--- src/rtl/rv32_pipe_controller.sv ---
// rv32_pipe_controller: pipelined RV32I control unit (ID decode, ID/EX->EX/MEM->MEM/WB control, branch resolve, stall/flush)
// Ports: i_clk/i_rst (sync, active high); i_instruction/i_instr_valid = ID instruction; i_breq/i_brlt = EX comparator;
//   o_immsel (ID); o_brun/o_asel/o_bsel/o_alusel/o_pcsel/o_control_word (EX); o_memrw (MEM); o_regwen/o_wbsel (WB);
//   o_stall/o_flush/o_illegal (combinational hazard and decode status).
// Optional macro RV32_CTRL_FWD_EN: adds o_fwd_a/o_fwd_b operand forwarding selects and limits stalls to load-use.
module rv32_pipe_controller #(
   parameter int REG_AW   = 5,
   parameter int ALUSEL_W = 4,
   parameter int IMMSEL_W = 3
) (
   input  logic                i_clk,
   input  logic                i_rst,
   input  logic [31:0]         i_instruction,
   input  logic                i_instr_valid,
   input  logic                i_breq,
   input  logic                i_brlt,
   output logic [IMMSEL_W-1:0] o_immsel,
   output logic                o_brun,
   output logic                o_asel,
   output logic                o_bsel,
   output logic [ALUSEL_W-1:0] o_alusel,
   output logic                o_pcsel,
   output logic                o_memrw,
   output logic                o_regwen,
   output logic [1:0]          o_wbsel,
   output logic                o_stall,
   output logic                o_flush,
   output logic                o_illegal,
`ifdef RV32_CTRL_FWD_EN
   output logic [1:0]          o_fwd_a,
   output logic [1:0]          o_fwd_b,
`endif
   output logic [14:0]         o_control_word
);
   typedef struct packed {
      logic                valid;
      logic [IMMSEL_W-1:0] immsel;
      logic                brun;
      logic                asel;
      logic                bsel;
      logic [ALUSEL_W-1:0] alusel;
      logic                memrw;
      logic                regwen;
      logic [1:0]          wbsel;
      logic [4:0]          rd;
      logic                is_load;
      logic                is_branch;
      logic                is_jump;
      logic [2:0]          funct3;
`ifdef RV32_CTRL_FWD_EN
      logic [4:0]          rs1;
      logic [4:0]          rs2;
`endif
   } stage_t;
   stage_t dec, ex_d, ex_q, mem_d, mem_q, wb_d, wb_q;
   logic [6:0] opc;
   logic [4:0] rd_f, rs1_f, rs2_f;
   logic [2:0] f3;
   logic f7b5, use1, use2, known, bad_reg, src1, src2, ex_hit, mem_hit, hazard, taken;
   logic [ALUSEL_W-1:0] alu_f;
   logic unused_bits;
   assign opc   = i_instruction[6:0];
   assign rd_f  = i_instruction[11:7];
   assign f3    = i_instruction[14:12];
   assign rs1_f = i_instruction[19:15];
   assign rs2_f = i_instruction[24:20];
   assign f7b5  = i_instruction[30];
   // opc[5] separates R-type from I-type: only R-type turns funct7[5] into SUB
   always_comb begin
      case (f3)
         3'd0:    alu_f = (opc[5] & f7b5) ? ALUSEL_W'(1) : ALUSEL_W'(0);
         3'd1:    alu_f = ALUSEL_W'(2);
         3'd2:    alu_f = ALUSEL_W'(3);
         3'd3:    alu_f = ALUSEL_W'(4);
         3'd4:    alu_f = ALUSEL_W'(5);
         3'd5:    alu_f = f7b5 ? ALUSEL_W'(7) : ALUSEL_W'(6);
         3'd6:    alu_f = ALUSEL_W'(8);
         default: alu_f = ALUSEL_W'(9);
      endcase
   end
   always_comb begin
      dec = '0;
      use1 = 1'b0;
      use2 = 1'b0;
      known = 1'b1;
      dec.valid = 1'b1;
      dec.rd = rd_f;
      dec.funct3 = f3;
      case (opc)
         7'b0110011: begin use1 = 1'b1; use2 = 1'b1; dec.alusel = alu_f; dec.regwen = 1'b1; dec.wbsel = 2'd1; end
         7'b0010011: begin use1 = 1'b1; dec.bsel = 1'b1; dec.alusel = alu_f; dec.regwen = 1'b1; dec.wbsel = 2'd1; end
         7'b0000011: begin use1 = 1'b1; dec.bsel = 1'b1; dec.regwen = 1'b1; dec.is_load = 1'b1; end
         7'b0100011: begin use1 = 1'b1; use2 = 1'b1; dec.immsel = IMMSEL_W'(1); dec.bsel = 1'b1; dec.memrw = 1'b1; end
         7'b1100011: begin
            use1 = 1'b1;
            use2 = 1'b1;
            dec.immsel = IMMSEL_W'(2);
            dec.asel = 1'b1;
            dec.bsel = 1'b1;
            dec.brun = f3[1];
            dec.is_branch = 1'b1;
         end
         7'b1101111: begin
            dec.immsel = IMMSEL_W'(4);
            dec.asel = 1'b1;
            dec.bsel = 1'b1;
            dec.regwen = 1'b1;
            dec.wbsel = 2'd2;
            dec.is_jump = 1'b1;
         end
         7'b1100111: begin use1 = 1'b1; dec.bsel = 1'b1; dec.regwen = 1'b1; dec.wbsel = 2'd2; dec.is_jump = 1'b1; end
         7'b0110111: begin dec.immsel = IMMSEL_W'(3); dec.bsel = 1'b1; dec.alusel = ALUSEL_W'(10); dec.regwen = 1'b1; dec.wbsel = 2'd1; end
         7'b0010111: begin dec.immsel = IMMSEL_W'(3); dec.asel = 1'b1; dec.bsel = 1'b1; dec.regwen = 1'b1; dec.wbsel = 2'd1; end
         default:    known = 1'b0;
      endcase
`ifdef RV32_CTRL_FWD_EN
      dec.rs1 = use1 ? rs1_f : 5'd0;
      dec.rs2 = use2 ? rs2_f : 5'd0;
`endif
   end
   // rd is a real destination only when the format writes it (STORE/BRANCH reuse those bits as immediate)
   assign bad_reg   = (dec.regwen & |(rd_f >> REG_AW)) | (use1 & |(rs1_f >> REG_AW)) | (use2 & |(rs2_f >> REG_AW));
   assign o_illegal = i_instr_valid & (~known | bad_reg);
   assign o_immsel  = dec.immsel;
   assign src1      = use1 & (rs1_f != 5'd0);
   assign src2      = use2 & (rs2_f != 5'd0);
   assign ex_hit    = ex_q.valid & ex_q.regwen & ((src1 & (ex_q.rd == rs1_f)) | (src2 & (ex_q.rd == rs2_f)));
   assign mem_hit   = mem_q.valid & mem_q.regwen & ((src1 & (mem_q.rd == rs1_f)) | (src2 & (mem_q.rd == rs2_f)));
`ifdef RV32_CTRL_FWD_EN
   assign hazard    = ex_hit & ex_q.is_load;
`else
   assign hazard    = ex_hit | mem_hit;
`endif
   // funct3[2] picks the less-than family, funct3[0] inverts the sense; funct3 010/011 never branch
   assign taken     = ex_q.funct3[2] ? (i_brlt ^ ex_q.funct3[0]) : (~ex_q.funct3[1] & (i_breq ^ ex_q.funct3[0]));
   assign o_pcsel   = ex_q.valid & (ex_q.is_jump | (ex_q.is_branch & taken));
   assign o_flush   = o_pcsel;
   assign o_stall   = i_instr_valid & ~o_illegal & hazard & ~o_pcsel;
   always_comb begin
      ex_d  = (o_pcsel | o_stall | ~i_instr_valid | o_illegal) ? '0 : dec;
      mem_d = ex_q;
      wb_d  = mem_q;
   end
   always_ff @(posedge i_clk) begin
      if (i_rst) begin
         ex_q  <= '0;
         mem_q <= '0;
         wb_q  <= '0;
      end else begin
         ex_q  <= ex_d;
         mem_q <= mem_d;
         wb_q  <= wb_d;
      end
   end
   assign o_brun   = ex_q.brun;
   assign o_asel   = ex_q.asel;
   assign o_bsel   = ex_q.bsel;
   assign o_alusel = ex_q.alusel;
   assign o_memrw  = mem_q.memrw;
   assign o_regwen = wb_q.regwen;
   assign o_wbsel  = wb_q.wbsel;
   assign o_control_word = {o_pcsel, ex_q.immsel, ex_q.brun, ex_q.asel, ex_q.bsel, ex_q.alusel,
                            ex_q.memrw, ex_q.regwen, ex_q.wbsel};
`ifdef RV32_CTRL_FWD_EN
   function automatic logic [1:0] fwd_src(input logic [4:0] r, input stage_t m, input stage_t w);
      return (m.valid & m.regwen & (r != 5'd0) & (m.rd == r)) ? 2'd1 :
             (w.valid & w.regwen & (r != 5'd0) & (w.rd == r)) ? 2'd2 : 2'd0;
   endfunction
   assign o_fwd_a = fwd_src(ex_q.rs1, mem_q, wb_q);
   assign o_fwd_b = fwd_src(ex_q.rs2, mem_q, wb_q);
`endif
   assign unused_bits = ^{i_instruction[31], i_instruction[29:25], mem_q, wb_q};
endmodule

--- config.mk ---
export PLATFORM = sky130hd
export DESIGN_NAME = rv32_pipe_controller
export DESIGN_NICKNAME = d
export VERILOG_FILES = /design/src/rtl/rv32_pipe_controller.sv
export SDC_FILE = /design/constraint.sdc
export NUM_CORES = 1
export LEC_CHECK = 0
export ABC_AREA = 1
export CORE_MARGIN = 2
export CORE_UTILIZATION = 40
export CTS_CLUSTER_SIZE = 30
export DETAILED_ROUTE_END_ITERATION = 8
export PLACE_DENSITY = 0.77
export SLEW_MARGIN = 20
export SYNTH_ARGS = -nofsm -noshare
export SYNTH_HDL_FRONTEND = slang
export SYNTH_SLANG_ARGS = --single-unit
export TNS_END_PERCENT = 10
--- constraint.sdc ---
create_clock -name i_clk -period 1.6 [get_ports i_clk]
set_input_delay 0.32 -clock i_clk [delete_from_list [all_inputs] [get_ports i_clk]]
set_output_delay 0.32 -clock i_clk [all_outputs]
set_load 0.02 [all_outputs]
==> metrics.csv <==
stage;metric;value;unit
outcome;status;complete, but fails checks;
outcome;violations;setup timing;
clock_network;cts-root-buf;clkbuf_8;
layout;drive_gt1_share;41.1;%
critical_path;crit_arrival;1.61;ns
yosys;synth_area_leader_cell;dfxtp_1;
layout;stdcell_area;0.00312;sq mm
route;drtIter0Drc;86;
pwr;p_sw;0.477;mW
pwr;combPwrFrac;13.8;%
timing;maxSlewViolCount;0;
route;top_layer_used;met4;
global_route;grt_pass1_vias;1893;
layout;antenna_cells;0;
route;met3_length;242;um
route;routedWlPerCell;13.3;um
pwr;power.total;2.00;mW
yosys;synthDistinctLibCells;22;
yosys;yosys-top-cells-area;dfxtp_1, nor2_1, buf_4;
route;routed-wl-met2;2.82;mm
route;drc;0;
yosys;netlist_instances;256;
timing;rsz0062_at_grt;yes;
yosys;syn_area_per_cell;7.37;sq um
critical_path;start_kind;flip-flop;
yosys;synth-seq-cells;38;
timing;final-hold-violation-count;0;
placement;placed_cell_area;0.00265;sq mm
timing;fin_skew;0.00894;ns
floorplan;die_area;0.00528;sq mm
route;drt_wl_total;5.26;mm
clock_network;cts_made_buffers;5;
hold_path;min_path_type;flip-flop to flip-flop;
critical_path;worstPathRequired;1.28;ns
yosys;synth_area;0.00189;sq mm
route;vias_per_cell;4.76;
clock_network;clk_pin_slew;0.08;ns
timing;max_freq;517;MHz
clock_network;cts_tree;done;
pwr;pwr-share-seq;47.5;%
placement;dp.final_hpwl;3.57;mm
pwr;p_sw_share;23.9;%
pwr;clkPwrFrac;38.7;%
timing;min_period_over_period;121;%
yosys;yosysWarnings;0;
floorplan;rows;24;
timing;worst_slack;-0.335;ns
route;wirelength_met1;2.01;mm
floorplan;core;0.00444;sq mm
clock_network;htreeDepth;2;
critical_path;cp_max_fo;3;
critical_path;endpoint_kind;output port;
timing;period_needed;1.93;ns
global_route;grtUsageTotal;20.7;%
global_route;grt_max_degree;14;
yosys;synth_top_area_share;40.3;%
timing;worstMarginPinSlew;0.248;ns
timing;relSlewSlack;83.4;%
pwr;p_per_area;639;mW/mm^2
timing;tns;-3.26;ns
layout;nets;379;
pwr;p_leak;1.37;nW
critical_path;worstSetupPathType;flip-flop to output port;
yosys;ys_seq_area_share;40.3;%
route;via_count;1882;
yosys;syn_nets;293;
pwr;p_int;1.52;mW
floorplan;fp.dieH;72.7;um
clock_network;insertion_delay;0.29;ns
global_route;grt_pass1_wl;8.38;mm
timing;setup_viol;30;
route;dr.pass1.iters;4;
placement;port_buffers;63;
layout;area_delta_synth_final;65.7;%
clock_network;cts.path.max_buffers;2;
route;ant_nets;0;
pwr;ir_worst_vdd;0.331;mV
clock_network;clkSinkCount;38;
placement;dp_slack;-1.14;ns
global_route;antenna_found_initial;0;
flow_run;drv_cap;0;
floorplan;die_w;72.7;um
placement;finalWeightedCongestion;0.955;
floorplan;initial_core_util;42.4;%
floorplan;io_pins;70;
global_route;grt_remaining_overflow;0;
==> critical path, cell delays in order (launching register included) <==
cell and delay, ns:
dfxtp_1 0.38, xnor2_1 0.14, nand2_1 0.07, nor2_1 0.17, nand3_1 0.11, nand2_1 0.08, nand2_2 0.07, a21oi_4 0.16
buf_6 0.13
==> power by group through the flow <==
| stage | logic (mW) | clock network [mW] | registers [mW] |
|---|---|---|---|
| 2_1_floorplan | 0.0893 | 0 | 0.972 |
| 3_3_place_gp | 0.223 | 0 | 0.972 |
| 3_5_place_dp | 0.228 | 0 | 0.973 |
| 4_1_cts | 0.259 | 0.777 | 0.951 |
| 5_1_grt | 0.298 | 0.825 | 0.948 |
| 6_report | 0.275 | 0.772 | 0.948 |
==> cell usage after synthesis <==
cell type,number
nor2_1,48
inv_1,40
dfxtp_1,38
nand2_1,36
buf_4,23
xnor2_1,16
nand3_1,12
a21oi_1,9
o21ai_0,5
a31oi_1,4
nand4_1,4
nor3_1,4
nand3_2,3
nor2_4,3
buf_6,2
or2_2,2
xor2_1,2
a21oi_2,1
clkbuf_1,1
inv_2,1
nor4_1,1
o21a_1,1
==> repair_timing <==
action | 4_1_cts | 5_1_grt
pin swaps | 24 | 16
setup endpoints to repair | 34 | 34
buffers inserted | 8 | 1
hold buffers | 0 | 0
resized for setup | 147 | 38
endpoints found under the hold margin | 0 | 0
==> stage by stage <==
step | instances | utilization [%] | hold slack, ns
3_3_place_gp | 379 | 59.7 | 0.389
2_1_floorplan | 256 | - | 0.388
4_1_cts | 395 | 67.6 | 0.399
3_5_place_dp | 379 | 59.7 | 0.395
5_1_grt | 395 | 70.3 | 0.415
6_report | 395 | 70.3 | 0.401
==> layer usage <==
layer | up-vias | GRT usage, %
li1 | 933 | -
met1 | 868 | 22.6
met2 | 62 | 36.7
met3 | 19 | 4.83
met4 | 0 | 11.3
met5 | - | 0
==> cells in the final DEF, fill, tap and decap left out, drive strengths merged, types with 4 or more instances in the layout <==
cell type	netlist	final
buf	25	56
nor2	51	51
inv	41	41
dfxtp	38	38
nand2	36	36
clkdlybuf4s50	0	34
xnor2	16	16
nand3	15	15
dlygate4sd2	0	13
a21oi	10	10
clkbuf	1	9
o21ai	5	5
nand4	4	4
a31oi	4	4
nor3	4	4
==> cells by family after synthesis <==
logic type	count (synthesis)	share of synthesized area [%]
flip-flops	38	40.3
XOR/XNOR	18	8.36
buffers and inverters	67	18.7
AND/OR/NAND/NOR	113	26.7
AO/OA/AOI/OAI	20	5.91
==> worst paths after layout <==
check | from | endpoint | slack, ns | cells past startpoint
worst max register to register | ex_q[0] | o_control_word[2] | -0.12 | 12
worst min register to register | mem_q[12] | o_wbsel[1] | 0.40 | 2
worst max-delay path | ex_q[6] | o_stall | -0.33 | 8
worst min-delay path | mem_q[12] | o_wbsel[1] | 0.40 | 2
==> layout make-up <==
type                       instances  area, sq um
fill                             319         1320
timing repair buffer             105          946
sequential                        38          778
tap                               52         65.1
clock buffer                       8          110
inverter                          41          159
multi-input combinational        151         1070
==> flip-flops by register name (all words and copies together) (netlist names) <==
| register | cells |
|---|---|
| o_brun | 1 |
| o_regwen | 1 |
| o_alusel | 4 |
| o_bsel | 1 |
| mem_q | 9 |
| o_asel | 1 |
| o_memrw | 1 |
| o_wbsel | 2 |
| ex_q | 11 |
| o_control_word | 7 |
Note: power is estimated with default switching activity, not from simulation.
